File: config.mk
export PLATFORM = sky130hd
export DESIGN_NAME = hex_load_ctrl
export DESIGN_NICKNAME = d
export VERILOG_FILES = /design/src/rtl/hex_load_ctrl.sv
export SDC_FILE = /design/constraint.sdc
export NUM_CORES = 1
export LEC_CHECK = 0
export ABC_AREA = 1
export CORE_MARGIN = 4
export CORE_UTILIZATION = 46
export CTS_CLUSTER_SIZE = 8
export DETAILED_ROUTE_END_ITERATION = 16
export MAX_ROUTING_LAYER = met4
export PLACE_DENSITY = 0.77
export SETUP_SLACK_MARGIN = 0.05
export SLEW_MARGIN = 20
export SYNTH_ARGS = -nofsm -noshare
export SYNTH_HDL_FRONTEND = slang
export SYNTH_SLANG_ARGS = --single-unit
File: constraint.sdc
create_clock -name clk -period 1.9 [get_ports clk]
set_input_delay 0.285 -clock clk [delete_from_list [all_inputs] [get_ports clk]]
set_output_delay 0.285 -clock clk [all_outputs]
set_load 0.01 [all_outputs]
File: src/rtl/hex_load_ctrl.sv
// hex_load_ctrl: sequences an Intel-HEX download through a HEXBIN converter.
//   Accepts ASCII chars on a valid/ready byte stream and paces them into the converter
//   as EN strobes. It tracks record framing to find the EOF record and arbitrates the
//   shared memory write port between the converter (while loading) and the CPU (after
//   a successful load). The CPU is held in reset until a load completes cleanly.
// Ports:
//   clk, clr_n                 clock, synchronous active-low reset
//   start                      begin load (honoured in idle/done/fail)
//   rx_data, rx_valid/rx_ready byte source handshake
//   cnv_di, cnv_en, cnv_clr    converter char, strobe, clear
//   cnv_ab/db/we/err           converter write request and error flag
//   cpu_ab/db/we               CPU write request
//   mem_ab/db/we               shared memory write port
//   cpu_hold, busy, done       status
//   err_code                   00 none, 01 converter error, 10 timeout
//   byte_cnt                   converter writes in current load (saturating)
module hex_load_ctrl #(
  parameter int unsigned EN_WIDTH = 1,
  parameter int unsigned CHAR_GAP = 1,
  parameter int unsigned TIMEOUT  = 50000
) (
  input  logic        clk,
  input  logic        clr_n,
  input  logic        start,
  input  logic [7:0]  rx_data,
  input  logic        rx_valid,
  output logic        rx_ready,
  output logic [7:0]  cnv_di,
  output logic        cnv_en,
  output logic        cnv_clr,
  input  logic [15:0] cnv_ab,
  input  logic [7:0]  cnv_db,
  input  logic        cnv_we,
  input  logic        cnv_err,
  input  logic [15:0] cpu_ab,
  input  logic [7:0]  cpu_db,
  input  logic        cpu_we,
  output logic [15:0] mem_ab,
  output logic [7:0]  mem_db,
  output logic        mem_we,
  output logic        cpu_hold,
  output logic        busy,
  output logic        done,
  output logic [1:0]  err_code,
  output logic [15:0] byte_cnt
);

  typedef enum logic [2:0] {
    StIdle, StClear, StWaitChar, StStrobe, StGap, StFlush, StDone, StFail
  } state_e;

  localparam logic [15:0] EnLast    = 16'(EN_WIDTH - 1);
  localparam logic [15:0] GapLast   = 16'(CHAR_GAP - 1);
  localparam logic [15:0] FlushLast = 16'(CHAR_GAP + 1);
  localparam logic [15:0] ToLast    = 16'(TIMEOUT - 1);

  state_e      state_q, state_d;
  logic [15:0] cnt_q, cnt_d;
  logic [7:0]  di_q, di_d;
  logic [1:0]  err_q, err_d;
  logic [15:0] bytes_q, bytes_d;
  logic [9:0]  dig_q, dig_d;
  logic        armed_q, armed_d;
  logic        eof_q, eof_d;
  logic [7:0]  len_q, len_d;
  logic [7:0]  type_q, type_d;

  logic        xfer, restart, owner_cpu, is_hex;
  logic [3:0]  nib;
  logic [9:0]  dig_inc;

  assign rx_ready  = (state_q == StWaitChar);
  assign cnv_en    = (state_q == StStrobe);
  // Idle is only reachable through reset, where the converter is held clear too.
  assign cnv_clr   = (state_q == StIdle) || (state_q == StClear);
  assign busy      = (state_q == StClear) || (state_q == StWaitChar) || (state_q == StStrobe) ||
                     (state_q == StGap) || (state_q == StFlush);
  assign done      = (state_q == StDone);
  assign cpu_hold  = (state_q != StDone);
  assign owner_cpu = (state_q == StIdle) || (state_q == StDone);
  assign cnv_di    = di_q;
  assign err_code  = err_q;
  assign byte_cnt  = bytes_q;

  assign xfer    = rx_valid && rx_ready;
  assign restart = start && ((state_q == StIdle) || (state_q == StDone) || (state_q == StFail));
  assign dig_inc = dig_q + 10'd1;

  always_comb begin
    is_hex = 1'b0;
    nib    = 4'h0;
    if (rx_data >= 8'h30 && rx_data <= 8'h39) begin
      is_hex = 1'b1;
      nib    = rx_data[3:0];
    end else if ((rx_data >= 8'h41 && rx_data <= 8'h46) ||
                 (rx_data >= 8'h61 && rx_data <= 8'h66)) begin
      is_hex = 1'b1;
      nib    = rx_data[3:0] + 4'd9;
    end
  end

  // Sequencer: one shared counter times clear, strobe, gap, flush and the char timeout.
  always_comb begin
    state_d = state_q;
    cnt_d   = cnt_q;
    err_d   = err_q;
    unique case (state_q)
      StIdle, StDone, StFail: begin
        if (start) begin
          state_d = StClear;
          cnt_d   = '0;
          err_d   = 2'b00;
        end
      end
      StClear: begin
        if (cnt_q == 16'd1) begin
          state_d = StWaitChar;
          cnt_d   = '0;
        end else begin
          cnt_d = cnt_q + 16'd1;
        end
      end
      StWaitChar: begin
        if (cnv_err) begin
          state_d = StFail;
          err_d   = 2'b01;
        end else if (xfer) begin
          state_d = StStrobe;
          cnt_d   = '0;
        end else if (cnt_q == ToLast) begin
          state_d = StFail;
          err_d   = 2'b10;
        end else begin
          cnt_d = cnt_q + 16'd1;
        end
      end
      StStrobe: begin
        if (cnv_err) begin
          state_d = StFail;
          err_d   = 2'b01;
        end else if (cnt_q == EnLast) begin
          state_d = StGap;
          cnt_d   = '0;
        end else begin
          cnt_d = cnt_q + 16'd1;
        end
      end
      StGap: begin
        if (cnv_err) begin
          state_d = StFail;
          err_d   = 2'b01;
        end else if (cnt_q == GapLast) begin
          state_d = eof_q ? StFlush : StWaitChar;
          cnt_d   = '0;
        end else begin
          cnt_d = cnt_q + 16'd1;
        end
      end
      StFlush: begin
        if (cnv_err) begin
          state_d = StFail;
          err_d   = 2'b01;
        end else if (cnt_q == FlushLast) begin
          state_d = StDone;
        end else begin
          cnt_d = cnt_q + 16'd1;
        end
      end
      default: state_d = StIdle;
    endcase
  end

  // Record framing tracker; the record closes once its last checksum digit arrives.
  always_comb begin
    di_d    = di_q;
    dig_d   = dig_q;
    armed_d = armed_q;
    len_d   = len_q;
    type_d  = type_q;
    eof_d   = eof_q;
    bytes_d = bytes_q;
    if (restart) begin
      dig_d   = '0;
      armed_d = 1'b0;
      len_d   = '0;
      type_d  = '0;
      eof_d   = 1'b0;
      bytes_d = '0;
    end else begin
      if (busy && cnv_we && (bytes_q != 16'hFFFF)) begin
        bytes_d = bytes_q + 16'd1;
      end
      if (xfer) begin
        di_d = rx_data;
        if (rx_data == 8'h3A) begin
          dig_d   = '0;
          armed_d = 1'b1;
        end else if (is_hex && armed_q) begin
          dig_d = dig_inc;
          case (dig_inc)
            10'd1:   len_d[7:4]  = nib;
            10'd2:   len_d[3:0]  = nib;
            10'd7:   type_d[7:4] = nib;
            10'd8:   type_d[3:0] = nib;
            default: ;
          endcase
          if (dig_inc == ({1'b0, len_q, 1'b0} + 10'd10)) begin
            armed_d = 1'b0;
            if (type_q == 8'h01) eof_d = 1'b1;
          end
        end
      end
    end
  end

  always_comb begin
    if (owner_cpu) begin
      mem_ab = cpu_ab;
      mem_db = cpu_db;
      mem_we = cpu_we;
    end else begin
      mem_ab = cnv_ab;
      mem_db = cnv_db;
      mem_we = cnv_we && busy;
    end
  end

  always_ff @(posedge clk) begin
    if (!clr_n) begin
      state_q <= StIdle;
      cnt_q   <= '0;
      di_q    <= '0;
      err_q   <= 2'b00;
      bytes_q <= '0;
      dig_q   <= '0;
      armed_q <= 1'b0;
      len_q   <= '0;
      type_q  <= '0;
      eof_q   <= 1'b0;
    end else begin
      state_q <= state_d;
      cnt_q   <= cnt_d;
      di_q    <= di_d;
      err_q   <= err_d;
      bytes_q <= bytes_d;
      dig_q   <= dig_d;
      armed_q <= armed_d;
      len_q   <= len_d;
      type_q  <= type_d;
      eof_q   <= eof_d;
    end
  end

endmodule

# After elaboration in Yosys (flattened, before gate mapping)
# Cells that the tools add are included.
# Widths: inputs -> output; s select.
# op_classes
addsub	5
mul	0
n_div	0
n_lt_le_gt_ge	6
n_eq_ne	33
shift	0
muxes	41
bitwise	3
reduce_logical	36
# op_table
operator	count
$mux 16	10
$pmux 16 s5	1
$mux 3	12
$add 16x1->16 const B	2
$mux 10	2
$pmux 3 s6	1
$eq 16x1->1 const B	1
$eq 16x16->1 const B	1
$eq 16x2->1 const B	1
$ge 8x7->1 const B	2
$le 8x7->1 const B	2
$logic_not 16->1	1
$ne 16x16->1 const B	1
$reduce_and 4->1	4
$eq 3x3->1 const B	4
$reduce_and 6->1	2
$add 10x1->10 const B	1
$add 9x4->10 const B	1
$eq 10x1->1 const B	1
$eq 10x10->1	1
$eq 10x2->1 const B	1
$eq 10x3->1 const B	1
$eq 10x4->1 const B	1
$mux 2	5
28 further kinds	65
# totals
register_bits	73
latch_bits	0
ramBits	0
romBits	0
input_bits	63
out_inout_bits	57
word_cells	136
mem_count	0

# Logic depth before layout (Yosys ltp)
# Gate-level depths: netlist (run 1).
# depth
word_depth	8
depth_mapped	15
mapped_depth_nobuf	15

# Least setup slack after synthesis (run 1)
# No wires, ideal clock.
# synth_timing
path_type	reg-to-reg
from	register dig_q[1]
to	register type_q[1]
setup_time_ns	0.116
arrival_ns	1.814
required_time_ns	1.784
path_slack_ns	-0.030
stages_incl_launch_ff	11
path_buffers	0
synth_period_minus_slack_ns	1.930
cell_sequence	dfxtp_1 -> ha_1 -> nand2_4 -> nor2_2 -> nand4_1 -> nand2_1 -> nand3_1 -> nor2_2 -> nand3b_1 -> o21ai_0 -> nor2_1
# synth_via
elab_chain_len	3
# synth_lines
item	line	text
start, declared	62	logic [9:0] dig_q, dig_d;
start signal, assigned	246	dig_q <= dig_d;
$add 10x1->10	87	assign dig_inc = dig_q + 10'd1;
$eq 10x4->1	200	case (dig_inc)
$reduce_and 4->1 (no source line)	--	
end signal, assigned	249	type_q <= type_d;
end, declared	66	logic [7:0] type_q, type_d;
# Every way passes these cells.
# A chain may end at the register's enable or synchronous reset.

# Final worst setup path (run 1)
# layout_timing
from	register state_q[1]
to	register state_q[1]
# layout_via
elab_chain_len	5
word_cells_on_any_way	20
cone_classes	13 x eq/ne; 3 x mux; 4 x reduce/logical
# layout_lines
item	line	text
start, declared	57	state_e state_q, state_d;
start signal, assigned	230	state_q <= StIdle;
start signal, assigned	241	state_q <= state_d;
$eq 3x2->1	72, 107	
$logic_and 1x1->1	85	assign xfer = rx_valid && rx_ready;
$mux 3	127	end else if (xfer) begin
$mux 3	124	if (cnv_err) begin
$pmux 3 s6	107	unique case (state_q)
# Parallel ways exist; a longest one is shown, timed or not.

==> results.md, run 1 <==
- Status: finished, violations left
- Failing checks: setup timing
- Final HPWL DP: about 12 mm
- Post-synth top area share: roughly 28%
- Total core area: approximately 11000 um^2
- YS warnings: 0
- Initial antenna violation count: 0
- Placer Congestion: a little over 0.9
- Syn Nets: just over 900
- Worst-path fanout max: 5
- Final WS setup: -0.0341 ns
- Hold Fails Final Rpt: 0
- Initial DRC count: approximately 530
- RSZ-0062 raised after global routing: yes
- Commonest cells post-synth: nand2_1 (281), inv_1 (91), nor2_1 (85), dfxtp_1 (73), nand3_1 (61)
- Fraction of registers with async set/reset: 0%
- Dpl cell area: ~7100 um^2
- Placed cells: about 1200
- Clock transition at the registers of the reported paths: approximately 0.060 ns
- CP most frequent cell: nand2_1
- Worst Tran Pin Value: 0.580 ns
- Pin count of the biggest net entering global routing: 15
- Register area share after synthesis: between 20% and 30%
- WP depth: 12
- Critical Path RT: about 2.2 ns
- Clk sink count: 73
- Nets@finish: 1141
- Worst hold path class: reg2reg
- Top-count cell post-synth: nand2_1
- CP arrival: ~2.2 ns
- Rows: 38
- Fmax: between 500 and 600 MHz
- Top cells by area, synth: dfxtp_1 (28%), nand2_1 (20%), inv_1 (6.6%)
- Layout area overhead: 61.2%
- Total power: around 9500 uW
- Syn Inst Count: 840
- Die Wd: 114 um
- Worst reg2reg path depth: 12
- Worst setup EP type: flop
- Tmin final: 1.93 ns
- Syn Std Cell Area: 5160 um^2
- First-pass GRT wire length: between 20 and 30 mm
- Non-filler instance count after layout: 1208
- Tcrit/Tclk final: 102%
- IO Pins: 120
- Routed WL: 18.5 mm
- Share of post-route cells with drive strength above 1: a little under a third
- Flops & latches, synth: 73
- Clk Tree Root Cell: clkbuf_16
- WS Path Type: reg2reg
- Final Max Tran Viols: 0
- MaxCap Viol Count: 0
- Crit path largest cell delay: ~0.4 ns
- Avg Inst Size Synth: ~6.1 um^2
- Design area: 8320 um^2
- EDFF count, synth: 0
- Hold depth: 2
- GRT Util Overall: approximately a quarter
- CTS Buf Count: 9
- Count of cell types in the netlist: 46
- CP max-delay cell: dfxtp_4
- Gr ovfl total: 0
- Slew headroom: 61.3%
- PD cells: ~1100 nW/um^2
- Peak VDD IR: approximately 0.82 mV
- Vias per cell: ~5.3
- Total Die Area: around 13000 um^2
- Die Height: 114 um
- WP buf/inv: 4
- Leakage: about 0.0037 uW
- PortBufs: 119
- Starting density of the core: a little under half
- CTS Hold Buffers Added: 0
- Clk_lat worst skew: about 0.34 ns
- Vias: about 6400
- Fillers: roughly 750
- Clk buf depth: 2
- Diodes inserted: 0
- Area leader, netlist: dfxtp_1
- Main flop type after synthesis: dfxtp_1
- ANT nets after route: 0
- Pre-antenna DRT Iters: 5
- WL/cell: 15.3 um
- Setup violators final: 24
- CTS tree: done
- Vias in the first global route: ~5600
- Final clock skew: about 0.0095 ns
- H-tree depth: 3
- Worst path cell trace: inv_4 > nor2_4 > buf_6 > nand2_8 > buf_4 > nor2_1 > nand2_1 > o21ai_0 > inv_1 > nand2_2 > nand2_1 > a21oi_1
- DRC violations left: 0
- Crit path max-delay family: simple AND/OR/NAND/NOR gates
- Crit path launch type: flop
==> final cells by class <==
cell class                      instances  area [um^2]  area share (%)
Sequential cell                        73         1490            17.8
Clock inverter                          4         76.3           0.917
Inverter                              104          419            5.04
Clock buffer                           12          246            2.96
Tap cell                              140          175            2.10
Timing Repair Buffer                  229         2120            25.5
Multi-Input combinational cell        646         3800            45.7
==> flip-flops by register name (all words and copies together), names as in the netlist <==
| name | cells |
|---|---|
| byte_cnt | 16 |
| cnt_q | 16 |
| dig_q | 10 |
| cnv_di | 8 |
| len_q | 8 |
| type_q | 8 |
| state_q | 3 |
| err_code | 2 |
| armed_q | 1 |
| eof_q | 1 |
==> per-stage QoR <==
stage / utilization (%) / hold slack, ns / setup WS, ns / setup TNS [ns]
4_1_cts: 68.8 / 0.460 / -0.0287 / -0.0287
3_3_place_gp: 65.1 / 0.450 / -0.333 / -7.23
3_5_place_dp: 65.1 / 0.452 / -0.375 / -8.62
2_1_floorplan: - / 0.420 / 0.0662 / 0
5_1_grt: 76.1 / 0.482 / -0.171 / -4.24
6_report: 76.1 / 0.458 / -0.0341 / -0.279
==> cell usage in the layout (no fill, tap or decap), types with 13 or more instances in the layout <==
cell type / Yosys / layout
buf_2: 4 / 13
dfxtp_1: 73 / 62
o21ai_0: 42 / 26
nand2_1: 281 / 226
clkdlybuf4s50_1: 0 / 86
nand2_2: 4 / 38
a21oi_1: 52 / 40
nor2_4: 7 / 18
inv_1: 91 / 86
nor2_1: 85 / 67
nand3_1: 61 / 51
buf_6: 4 / 31
nand2_4: 5 / 23
nand4_1: 23 / 23
buf_4: 0 / 84
==> metal layers <==
| layer | global-route usage, % | share of wire [%] | up-vias |
|---|---|---|---|
| met1 | 30.7 | 40 | 2976 |
| met5 | - | 0 | - |
| li1 | - | - | 3161 |
| met4 | 7.68 | 3.0 | 0 |
| met3 | 4.19 | 5.4 | 56 |
| met2 | 40.2 | 51 | 245 |
==> cells by family after synthesis <==
group / after synthesis / synth area share, %
compound gates: 119 / 12.7
xor+xnor: 7 / 1.19
fa+ha+maj: 15 / 3.63
buf+inv: 121 / 9.57
flops: 73 / 28.3
simple gates: 505 / 44.6
==> power by group <==
part           total [uW]  leakage, uW  switching [uW]  internal (uW)
clock network        1860     0.000153             674           1190
logic                5920      0.00292            3110           2800
registers            1740     0.000595            98.2           1640
==> worst paths after layout <==
kind / start / to / slack [ns]
max: state_q[1] / state_q[1] / -0.03
min: type_q[5] / type_q[5] / 0.46
max reg2reg: state_q[1] / state_q[1] / -0.03
min reg2reg: type_q[5] / type_q[5] / 0.46
==> worst min-delay path, cell delays in order, from the launching register on <==
cell and delay (ns):
dfxtp_1 0.30, inv_1 0.06, a21oi_1 0.06
==> repair_timing <==
action,4_1_cts,5_1_grt
setup endpoints to repair,77,80
gates resized for setup,153,204
pin swaps,9,44
setup buffers,3,19
cloned,3,0
Power figures use the tool's default switching activity.
==> run 2, diff against run 1 <==
--- a/config.mk
+++ b/config.mk
@@ -12,7 +12,7 @@
 export DETAILED_ROUTE_END_ITERATION = 16
 export MAX_ROUTING_LAYER = met4
 export PLACE_DENSITY = 0.77
-export SETUP_SLACK_MARGIN = 0.05
+export SETUP_SLACK_MARGIN = 0.02
 export SLEW_MARGIN = 20
 export SYNTH_ARGS = -nofsm -noshare
 export SYNTH_HDL_FRONTEND = slang
==> results.md, run 2 (synthesis results as in run 1) <==
- Failing checks: setup timing
- Initial antenna violation count: 0 (unchanged)
- Vias per cell: 5.15 (-3.4%)
- H-tree depth: 3 (unchanged)
- Total core area: 10900 um^2 (unchanged)
- Hold Fails Final Rpt: 0 (unchanged)
- Vias: 6208 (-3.6%)
- CTS Hold Buffers Added: 0 (unchanged)
- Worst Tran Pin Value: 0.569 ns (-0.0103 ns)
- Most common cell after layout, fill and taps aside: nand2_1
- PortBufs: 119 (unchanged)
- PD cells: 1040 nW/um^2 (-8.7%)
- Die Height: 114 um (unchanged)
- DRC violations left: 0 (unchanged)
- Pre-antenna DRT Iters: 5 (unchanged)
- Final HPWL DP: 11.8 mm (-2.0%)
- Setup violators final: 2 (-92%)
- Worst-path fanout max: 6 (+1)
- Initial DRC count: 360 (-32%)
- Tmin final: 1.91 ns (-0.0230 ns)
- Crit path max-delay family: buffers and inverters
- WS Path Type: reg2out
- Vias in the first global route: 5699 (+1.4%)
- Slew headroom: 61.6% (+0.33 points)
- Tcrit/Tclk final: 101% (-1.2 points)
- Placed cells: 1175 (+0.51%)
- GRT Util Overall: 24.3% (-0.18 points)
- Pin count of the biggest net entering global routing: 21 (+6)
- Worst hold path class: in2reg
- Share of post-route cells with drive strength above 1: 25.6% (-4.8 points)
- ANT nets after route: 0 (unchanged)
- WL/cell: 13.6 um (-11%)
- Gr ovfl total: 0 (unchanged)
- Die Wd: 114 um (unchanged)
- Diodes inserted: 0 (unchanged)
- Clk_lat worst skew: 0.35 ns (about the same)
- MaxCap Viol Count: 0 (unchanged)
- CP arrival: 1.63 ns (-0.55 ns)
- Clk Tree Root Cell: clkbuf_16
- Clock transition at the registers of the reported paths: 0.06 ns (about the same)
- CP max-delay cell: dfxtp_4
- Total Die Area: 13000 um^2 (unchanged)
- WP buf/inv: 5 (+1)
- CTS tree: done
- Starting density of the core: 47.2% (unchanged)
- Multi-input logic area: 3530 um^2 (-7.2%)
- Crit path launch type: flop
- Final WS setup: -0.0111 ns (+0.0230 ns)
- Worst path cell trace: inv_4 > nor2_4 > o21ai_4 > inv_2 > buf_6 > clkbuf_16 > nand2_2 > nand2_1 > buf_2
- Leakage: 0.00359 uW (-2.1%)
- Placer Congestion: 0.893 (-4.3%)
- Peak VDD IR: 0.873 mV (+6.3%)
- Non-filler instance count after layout: 1206 (-0.17%)
- RSZ-0062 raised after global routing: yes
- Fillers: 874 (+17%)
- Final clock skew: 0.00903 ns (-0.000428 ns)
- Layout area overhead: 53.6%
- Final Max Tran Viols: 0 (unchanged)
- Crit path largest cell delay: 0.37 ns (-0.02 ns)
- Critical Path RT: 1.62 ns (-0.53 ns)
- Rows: 38 (unchanged)
- Routed WL: 16.4 mm (-11%)
- Nets@finish: 1139 (-0.18%)
- IO Pins: 120 (unchanged)
- Clk sink count: 73 (unchanged)
- Worst setup EP type: output port
- Status: finished, violations left
- Placement Setup Slack: -0.376 ns (-0.000640 ns)
- Register area: 1490 um^2 (about the same)
- Fmax: 523 MHz (+1.2%)
- CTS Buf Count: 9 (unchanged)
- First-pass GRT wire length: 25.5 mm (-1.0%)
- Most frequent cells in the layout: nand2_1 (253), buf_4 (94), inv_1 (84), clkdlybuf4s50_1 (83), nor2_1 (72)
- Clk buf depth: 2 (unchanged)
## run 2: cell count changes in the layout (fill, tap and decap cells not counted), moves of 9 or more
cell / previous run / this run
a21oi_2: 12 / 2
buf_4: 84 / 94
buf_6: 31 / 16
a21oi_1: 40 / 50
nand2_1: 226 / 253
nand2_2: 38 / 26
nand2_4: 23 / 8
clkbuf_2: 2 / 11
## run 2: where the power goes
group	internal [uW]	total, uW	switching, uW	leakage, uW
registers	1640	1740	97.5	0.000596
logic	2100	4620	2520	0.00283
clock network	1260	1930	672	0.000169
total	5000	8280	3290	0.00359
## run 2: cell type report
class | instances | share of cell area, %
clock buffer | 12 | 3.36
tap | 140 | 2.21
timing repair buffer | 227 | 25.2
inverter | 104 | 5.14
sequential | 73 | 18.7
clock inverter | 4 | 0.931
multi-input combinational | 646 | 44.5
## run 2: repair_timing
action	CTS	global route
setup buffers	5	9
gates cloned	0	1
endpoints found under the setup margin	53	81
resized for setup	109	134
pin swaps	8	35
## run 2: worst paths after layout
check	cells past startpoint	startpoint	to	slack (ns)
worst min-delay path	3	rx_data[5]	cnv_di[5]	0.23
worst min register to register	2	type_q[3]	type_q[3]	0.47
worst max register to register	11	dig_q[0]	type_q[5]	0.01
worst max-delay path	9	state_q[1]	mem_db[4]	-0.01
## run 2: per-layer routing
metal  track usage (%)  up-vias  wire (um)
met3              3.87       29        480
met5                 -        -          0
li1                  -     3170          -
met4              8.16        0        321
met1              30.0     2884       7240
met2              40.4      125       8370
## run 2: worst min-delay path: stages
cell	delay, ns
dlymetal6s2s_1	0.11
nor2_1	0.06
nor2_1	0.09
## run 2: stage by stage
stage	hold slack [ns]	cell area [um^2]	utilization (%)	setup TNS [ns]	power (uW)
final	0.233	7930	72.5	-0.0112	8280
after global routing	0.270	7930	72.5	-1.80	8790
after CTS	0.463	7520	68.8	0	7840
after detailed placement	0.454	7160	65.5	-9.24	6080
after global placement	0.446	7160	65.5	-7.16	6050
after floorplan	0.420	5170	-	0	3780
